File: src/rtl/fifo_uart_pkg.sv
// rtl/fifo_uart_pkg.sv - shared state type and frame constants for fifo_uart_tx
package fifo_uart_pkg;

    typedef enum logic [2:0] {
        IDLE,
        POP,
        LOAD,
        START,
        DATA,
        PARITY,
        STOP
    } state_t;

    localparam int DATA_BITS            = 8;
    localparam int FRAME_BITS_NO_PARITY = 10;
    localparam int FRAME_BITS_PARITY    = 11;

`ifdef PARITY_EN
    localparam int FRAME_BITS = FRAME_BITS_PARITY;
`else
    localparam int FRAME_BITS = FRAME_BITS_NO_PARITY;
`endif

    function automatic int frame_cycles(input int clks_per_bit);
        return FRAME_BITS * clks_per_bit;
    endfunction

endpackage

File: src/rtl/fifo_uart_tx_baud_tick_gen.sv
// rtl/fifo_uart_tx_baud_tick_gen.sv - bit-time down-counter; tick while the count sits at zero
module baud_tick_gen
    import fifo_uart_pkg::*;
#(
    parameter int CLKS_PER_BIT = 16
) (
    input  logic clk,
    input  logic rst,
    input  logic i_reload,
    output logic o_tick
);

    localparam int CNT_W = (CLKS_PER_BIT > 1) ? $clog2(CLKS_PER_BIT) : 1;
    localparam logic [CNT_W-1:0] RELOAD_VAL = CNT_W'(CLKS_PER_BIT - 1);

    logic [CNT_W-1:0] r_count;

    // Parks at zero between frames so the FSM only has to reload on bit boundaries.
    always_ff @(posedge clk or negedge rst) begin
        if (!rst) begin
            r_count <= '0;
        end else if (i_reload) begin
            r_count <= RELOAD_VAL;
        end else if (r_count != '0) begin
            r_count <= r_count - CNT_W'(1);
        end
    end

    assign o_tick = (r_count == '0);

endmodule

File: src/rtl/fifo_uart_tx.sv
// rtl/fifo_uart_tx.sv - UART transmitter draining a 16x8 FIFO; define PARITY_EN for an even-parity bit
module fifo_uart_tx
    import fifo_uart_pkg::*;
#(
    parameter int CLKS_PER_BIT = 16
) (
    input  logic                 clk,
    input  logic                 rst,
    input  logic                 i_fifo_empty,
    input  logic [DATA_BITS-1:0] i_fifo_dout,
    output logic                 o_fifo_rd_en,
    output logic                 o_tx,
    output logic                 o_busy,
    output logic                 o_tx_done
);

    localparam int IDX_W = $clog2(DATA_BITS);
    localparam logic [IDX_W-1:0] LAST_IDX = IDX_W'(DATA_BITS - 1);

    state_t               r_state, w_state_nxt;
    logic                 r_tx, w_tx_nxt;
    logic                 r_rd_en, w_rd_en_nxt;
    logic                 r_busy, w_busy_nxt;
    logic [DATA_BITS-1:0] r_shift, w_shift_nxt;
    logic [IDX_W-1:0]     r_bit_idx, w_bit_idx_nxt;
    logic                 w_reload;
    logic                 w_tick;
`ifdef PARITY_EN
    logic                 r_parity, w_parity_nxt;
`endif

    baud_tick_gen #(
        .CLKS_PER_BIT(CLKS_PER_BIT)
    ) u_baud (
        .clk     (clk),
        .rst     (rst),
        .i_reload(w_reload),
        .o_tick  (w_tick)
    );

    always_ff @(posedge clk or negedge rst) begin
        if (!rst) begin
            r_state   <= IDLE;
            r_tx      <= 1'b1;
            r_rd_en   <= 1'b0;
            r_busy    <= 1'b0;
            r_shift   <= '0;
            r_bit_idx <= '0;
`ifdef PARITY_EN
            r_parity  <= 1'b0;
`endif
        end else begin
            r_state   <= w_state_nxt;
            r_tx      <= w_tx_nxt;
            r_rd_en   <= w_rd_en_nxt;
            r_busy    <= w_busy_nxt;
            r_shift   <= w_shift_nxt;
            r_bit_idx <= w_bit_idx_nxt;
`ifdef PARITY_EN
            r_parity  <= w_parity_nxt;
`endif
        end
    end

    // tx is registered one bit ahead: each transition loads the level of the bit that follows.
    always_comb begin
        w_state_nxt   = r_state;
        w_tx_nxt      = r_tx;
        w_rd_en_nxt   = 1'b0;
        w_busy_nxt    = r_busy;
        w_shift_nxt   = r_shift;
        w_bit_idx_nxt = r_bit_idx;
        w_reload      = 1'b0;
`ifdef PARITY_EN
        w_parity_nxt  = r_parity;
`endif
        case (r_state)
            IDLE: begin
                if (!i_fifo_empty) begin
                    w_state_nxt = POP;
                    w_rd_en_nxt = 1'b1;
                    w_busy_nxt  = 1'b1;
                end
            end
            POP: begin
                w_state_nxt = LOAD;
            end
            LOAD: begin
                w_shift_nxt = i_fifo_dout;
                w_tx_nxt    = 1'b0;
                w_reload    = 1'b1;
                w_state_nxt = START;
`ifdef PARITY_EN
                w_parity_nxt = ^i_fifo_dout;
`endif
            end
            START: begin
                if (w_tick) begin
                    w_state_nxt   = DATA;
                    w_bit_idx_nxt = '0;
                    w_tx_nxt      = r_shift[0];
                    w_reload      = 1'b1;
                end
            end
            DATA: begin
                if (w_tick) begin
                    w_reload = 1'b1;
                    if (r_bit_idx == LAST_IDX) begin
`ifdef PARITY_EN
                        w_state_nxt = PARITY;
                        w_tx_nxt    = r_parity;
`else
                        w_state_nxt = STOP;
                        w_tx_nxt    = 1'b1;
`endif
                    end else begin
                        w_bit_idx_nxt = r_bit_idx + IDX_W'(1);
                        w_shift_nxt   = r_shift >> 1;
                        w_tx_nxt      = r_shift[1];
                    end
                end
            end
`ifdef PARITY_EN
            PARITY: begin
                if (w_tick) begin
                    w_state_nxt = STOP;
                    w_tx_nxt    = 1'b1;
                    w_reload    = 1'b1;
                end
            end
`endif
            STOP: begin
                if (w_tick) begin
                    w_tx_nxt = 1'b1;
                    if (!i_fifo_empty) begin
                        w_state_nxt = POP;
                        w_rd_en_nxt = 1'b1;
                        w_busy_nxt  = 1'b1;
                    end else begin
                        w_state_nxt = IDLE;
                        w_busy_nxt  = 1'b0;
                    end
                end
            end
            default: begin
                w_state_nxt = IDLE;
                w_tx_nxt    = 1'b1;
                w_busy_nxt  = 1'b0;
            end
        endcase
    end

    assign o_fifo_rd_en = r_rd_en;
    assign o_tx         = r_tx;
    assign o_busy       = r_busy;
    assign o_tx_done    = (r_state == STOP) && w_tick;

endmodule

File: config.mk
export PLATFORM = sky130hd
export DESIGN_NAME = fifo_uart_tx
export DESIGN_NICKNAME = d
export VERILOG_FILES = /design/src/rtl/fifo_uart_pkg.sv /design/src/rtl/fifo_uart_tx_baud_tick_gen.sv /design/src/rtl/fifo_uart_tx.sv
export SDC_FILE = /design/constraint.sdc
export NUM_CORES = 1
export LEC_CHECK = 0
export ABC_AREA = 1
export ABC_CLOCK_PERIOD_IN_PS = 2370
export BUFFER_PORTS_ARGS = -buffer_cell sky130_fd_sc_hd__buf_2
export CORE_MARGIN = 5
export CORE_UTILIZATION = 49
export DETAILED_ROUTE_END_ITERATION = 16
export PLACE_DENSITY_LB_ADDON = 0.12
export REMOVE_ABC_BUFFERS = 1
export SYNTH_ARGS = -nofsm -noshare
export SYNTH_HDL_FRONTEND = slang
export SYNTH_HIERARCHICAL = 1
export SYNTH_SLANG_ARGS = --single-unit
export TNS_END_PERCENT = 5
File: constraint.sdc
create_clock -name clk -period 2.37 [get_ports clk]
set_clock_uncertainty 0.15 [all_clocks]
set_input_delay 0.474 -clock clk [delete_from_list [all_inputs] [get_ports clk]]
set_output_delay 0.474 -clock clk [all_outputs]
set_load 0.05 [all_outputs]
# Yosys cells after proc, flatten, opt, wreduce, memory -nomap -nowiden
# Index checks and enable logic that the tools add are counted.
dict set report classes {
  n_addsub 2
  eq_ne 12
  n_mux 29
  bitwise 2
  reduce_logical 15
}
# cell n
set ops {}
lappend ops {{2-to-1 mux 3 bit} 8}
lappend ops {{one-hot mux 3 bit (6 select lines)} 1}
lappend ops {{2-to-1 mux 8 bit} 2}
lappend ops {{one-hot mux 8 bit (2 select lines)} 1}
lappend ops {{!= test 2 bit, second input constant} 6}
lappend ops {{2-to-1 mux 1 bit} 10}
lappend ops {{== test 3 bit, second input constant} 3}
lappend ops {{2-to-1 mux 4 bit} 2}
lappend ops {{AND reduction 4 bit} 2}
lappend ops {{== test 3 x 2 -> 1 bit, second input constant} 2}
lappend ops {{one-hot mux 3 bit (2 select lines)} 1}
lappend ops {{AND reduction 3 bit} 2}
lappend ops {{nonzero test 2 bit} 3}
lappend ops {{one-hot mux 1 bit (5 select lines)} 1}
lappend ops {{AND reduction 5 bit} 1}
lappend ops {{zero test 4 bit} 1}
lappend ops {{one-hot mux 1 bit (2 select lines)} 2}
lappend ops {{nonzero test 4 bit} 1}
lappend ops {{OR reduction 2 bit} 2}
lappend ops {{OR reduction 4 bit} 1}
lappend ops {{subtractor 4 x 1 -> 4 bit, second input constant} 1}
lappend ops {{adder 3 x 1 -> 3 bit, second input constant} 1}
lappend ops {{== test 3 x 1 -> 1 bit, second input constant} 1}
lappend ops {{zero test 3 bit} 1}
lappend ops {{other kinds (3)} 4}
dict set report totals {
  ff_bits 21
  in_bits 11
  output_inout_bits 4
  word_cells 67
}

# Longest topological paths before layout
dict set report logic_depth {
  ltp_word 4
  depth_mapped 11
}

# By module
# The synthesis kept the hierarchy.
# mod n_inst cells_each area_per_inst_um2 seq_area_each_um2
set by_module_without_submodules {}
lappend by_module_without_submodules {fifo_uart_tx 1 145 1041.0 426.7}
lappend by_module_without_submodules {baud_tick_gen 1 29 216.5 100.1}

# Worst setup path before layout
# Ideal clock, no wire load.
dict set report synth_path {
  path_type {reg-to-output}
  from {reg u_baud.r_count[0]}
  to {out o_tx_done}
  arrival_time_ps 1672
  setup_slack_ps 74
  stages_incl_launch_ff 7
  cell_sequence {dfrtp_1 inv_1 ha_1 nand2_2 inv_1 inv_1 nor2_1}
}
dict set report synth_between {
  elab_chain_len 2
}
# element line_no
set synth_lines {}
lappend synth_lines {{start, declared} fifo_uart_tx_baud_tick_gen.sv:16} ;# logic [CNT_W-1:0] r_count;
lappend synth_lines {{start signal, assigned} fifo_uart_tx_baud_tick_gen.sv:25} ;# r_count <= r_count - CNT_W'(1);
lappend synth_lines {{zero test 4 bit} fifo_uart_tx_baud_tick_gen.sv:29} ;# assign o_tick = (r_count == '0);
lappend synth_lines {{named net w_tick} fifo_uart_tx.sv:27} ;# logic w_tick;
lappend synth_lines {{logical AND 1 bit} fifo_uart_tx.sv:156} ;# assign o_tx_done = (r_state == STOP) && w_tick;
lappend synth_lines {{end, declared} fifo_uart_tx.sv:14} ;# output logic o_tx_done
# The timed path passes the listed nets, and every way through them passes these cells.

# Final worst setup path
# Ends and elaborated chain as after synthesis.

==> results.json <==
{
  "status": "finished, final reports clean",
  "dieWidth_um": 60.7,
  "r2r_end": "o_tx",
  "synth-edff-count": 0,
  "power.total_mw": 1.70,
  "drv_slew": 0,
  "grt.overflow.total": 0,
  "mappedNetlistArea_um2": 1260,
  "cts_tree": "built",
  "area_growth_pct": 11.3,
  "grt_pass1_vias": 1043,
  "wl_per_cell_um": 11.9,
  "drt-initial-drc-count": 83,
  "drive_above_1_share": 0.168,
  "synthFlopType": "dfrtp_1",
  "cp_common_cell": "inv_2",
  "hp-class": "in2reg",
  "antenna_found_initial": 0,
  "row_count": 18,
  "finalHoldViolCount": 0,
  "yosysMostFrequentCell": "nand2_1",
  "reg2reg_from": "u_baud/r_count[1]",
  "synth_largest_area_cell": "dfrtp_1",
  "ant_nets": 0,
  "min_to": "r_shift[7]",
  "fin_cells": 221,
  "whs_path_depth": 3,
  "n_antenna_cell": 0,
  "yosys_warnings": 6,
  "synth_seq_cells": 21,
  "synth_commonest_cells": "nand2_1, nand3_1, dfrtp_1",
  "crit_arrival_ns": 1.61,
  "dieArea_um2": 3680,
  "hpwlAfterDp_um": 1940,
  "p_per_area_nw_per_um2": 1210,
  "netlist_instances": 174,
  "fin_crit_ns": 2.24,
  "drcViolationCount": 0,
  "async_reset_ff_frac": 1.00,
  "fmax_ghz": 0.447,
  "worstRegToRegCells": 11,
  "cp_slowest_cell": "dfrtp_1",
  "cts_made_buffers": 3,
  "slew_headroom": 0.682,
  "synth.distinct_cells": 21,
  "io_buffers": 14,
  "holdWs_ns": 0.266,
  "gp_congestion": 0.863,
  "clk_latency_ns": 0.30,
  "wl_um": 2630,
  "yosysTopAreaCellShare": 0.398,
  "cts-root-buf": "clkbuf_4",
  "hp-start": "i_fifo_dout[7]",
  "synthTopCellsByArea": "dfrtp_1, nand2_1, nand3_1, inv_1, ha_1",
  "nNetsFinal": 207,
  "dp_cells": 216,
  "fill_cells": 247,
  "finalSetupViolCount": 0,
  "path_max_fanout": 5,
  "placed_area_um2": 1340,
  "tightestPinTransition_ns": 0.477,
  "syn_area_per_cell_um2": 7.23,
  "grt_max_degree": 22,
  "drv_cap": 0,
  "clock_sinks": 21,
  "synth-seq-area-share": 0.419,
  "htree_levels": 1,
  "start_kind": "register",
  "drtPass1Iterations": 4,
  "pin_count": 15,
  "leakagePower_nw": 0.800,
  "slowest_delay_ns": 0.42,
  "initial_utilization": 0.508,
  "ir_drop_mv": 0.548,
  "period_share": 0.943,
  "coreArea_um2": 2480,
  "die_height_um": 60.7,
  "vias_per_cell": 5.00,
  "post-route-cell-area_um2": 1400,
  "setup_tns_ns": 0,
  "crit_chain": "inv_2 > ha_4 > nand2_2 > inv_2 > inv_1 > nor2_2 > buf_6",
  "grt_use_total": 0.161,
  "vias": 1106,
  "worst-setup-path-type": "reg2out",
  "required_ns": 1.75,
  "grt_pass1_wl_um": 4440,
  "cts.clk_slew.worst_paths_ns": 0.12,
  "cp-end-kind": "primary output",
  "reg2reg_setup_slack_ns": 0.60,
  "cts_buffer_depth": 2
}
[state kept, by name (all words and copies together) (netlist names)]
signal,count
o_fifo_rd_en,1
r_state,3
o_tx,1
u_baud/r_count,4
r_shift,8
r_bit_idx,3
o_busy,1
[worst max-delay path: cells and delay by family (launching register included)]
family,cells,cell delay [ns]
AND/OR/NAND/NOR,2,0.23
flip-flops,1,0.42
buffers and inverters,4,0.49
adder cells (fa/ha/maj),1,0.17
[metrics by stage]
stage               setup slack (ns)   util
finish                         0.135  0.565
global placement               0.308  0.542
floorplan                     0.0737      -
CTS                           0.0537  0.561
detailed placement             0.216  0.542
global route                 -0.0139  0.565
[area by class of cell]
cell class	count	area [um^2]	share of cell area
timing repair buffer	15	86.3	0.0617
multi-input combinational	133	656	0.468
sequential	21	527	0.376
clock buffer	4	26.3	0.0188
tap	30	37.5	0.0268
inverter	18	67.6	0.0483
[layout by cell type, fill, tap and decap left out, types with 2 or more instances in the layout]
cell type,instances
nor2_1,11
nor2_2,2
nand2_4,2
nand3_2,2
nand4_1,2
inv_1,15
clkbuf_4,3
ha_1,3
dfrtp_1,20
o21ai_0,5
buf_2,13
nand2_1,73
inv_2,3
o21bai_1,2
a21oi_1,2
nand3_1,23
[how the worst max path moves through the flow]
stage / slack, ns / to / from
finish: 0.13 / o_tx_done / u_baud/r_count[0]
global route: -0.01 / o_tx_done / u_baud/r_count[0]
CTS: 0.05 / o_tx_done / u_baud/r_count[0]
detailed placement: 0.22 / o_tx_done / u_baud/r_count[0]
global placement: 0.31 / o_tx_done / u_baud/r_count[0]
floorplan: 0.07 / o_tx_done / u_baud/r_count[0]
[report_power, final]
group | total [mW] | switching, mW | internal (mW)
sequential | 0.649 | 0.135 | 0.514
combinational | 0.877 | 0.587 | 0.289
clock | 0.172 | 0.106 | 0.0655
total | 1.70 | 0.829 | 0.869
[layer usage]
| layer | track usage | vias to the layer above | share of wire |
|---|---|---|---|
| met4 | 0.0712 | 0 | 0.0072 |
| met1 | 0.210 | 505 | 0.48 |
| met2 | 0.261 | 18 | 0.47 |
| li1 | - | 581 | - |
| met3 | 0.0298 | 2 | 0.039 |
| met5 | 0 | - | 0 |
[timing repair]
action	in CTS	in global routing
endpoints found under the hold margin	20	0
gates resized for setup	5	2
hold buffers	1	0
endpoints found under the setup margin	1	1
gates cloned	0	0
setup buffers	0	0
[cell families after synthesis]
kind of cell,after synthesis,synth area share
simple gates,118,0.413
flops,21,0.419
buf+inv,20,0.0716
compound gates,11,0.0567
fa+ha+maj,4,0.0398
No activity file was read; power rests on OpenSTA's default activity.
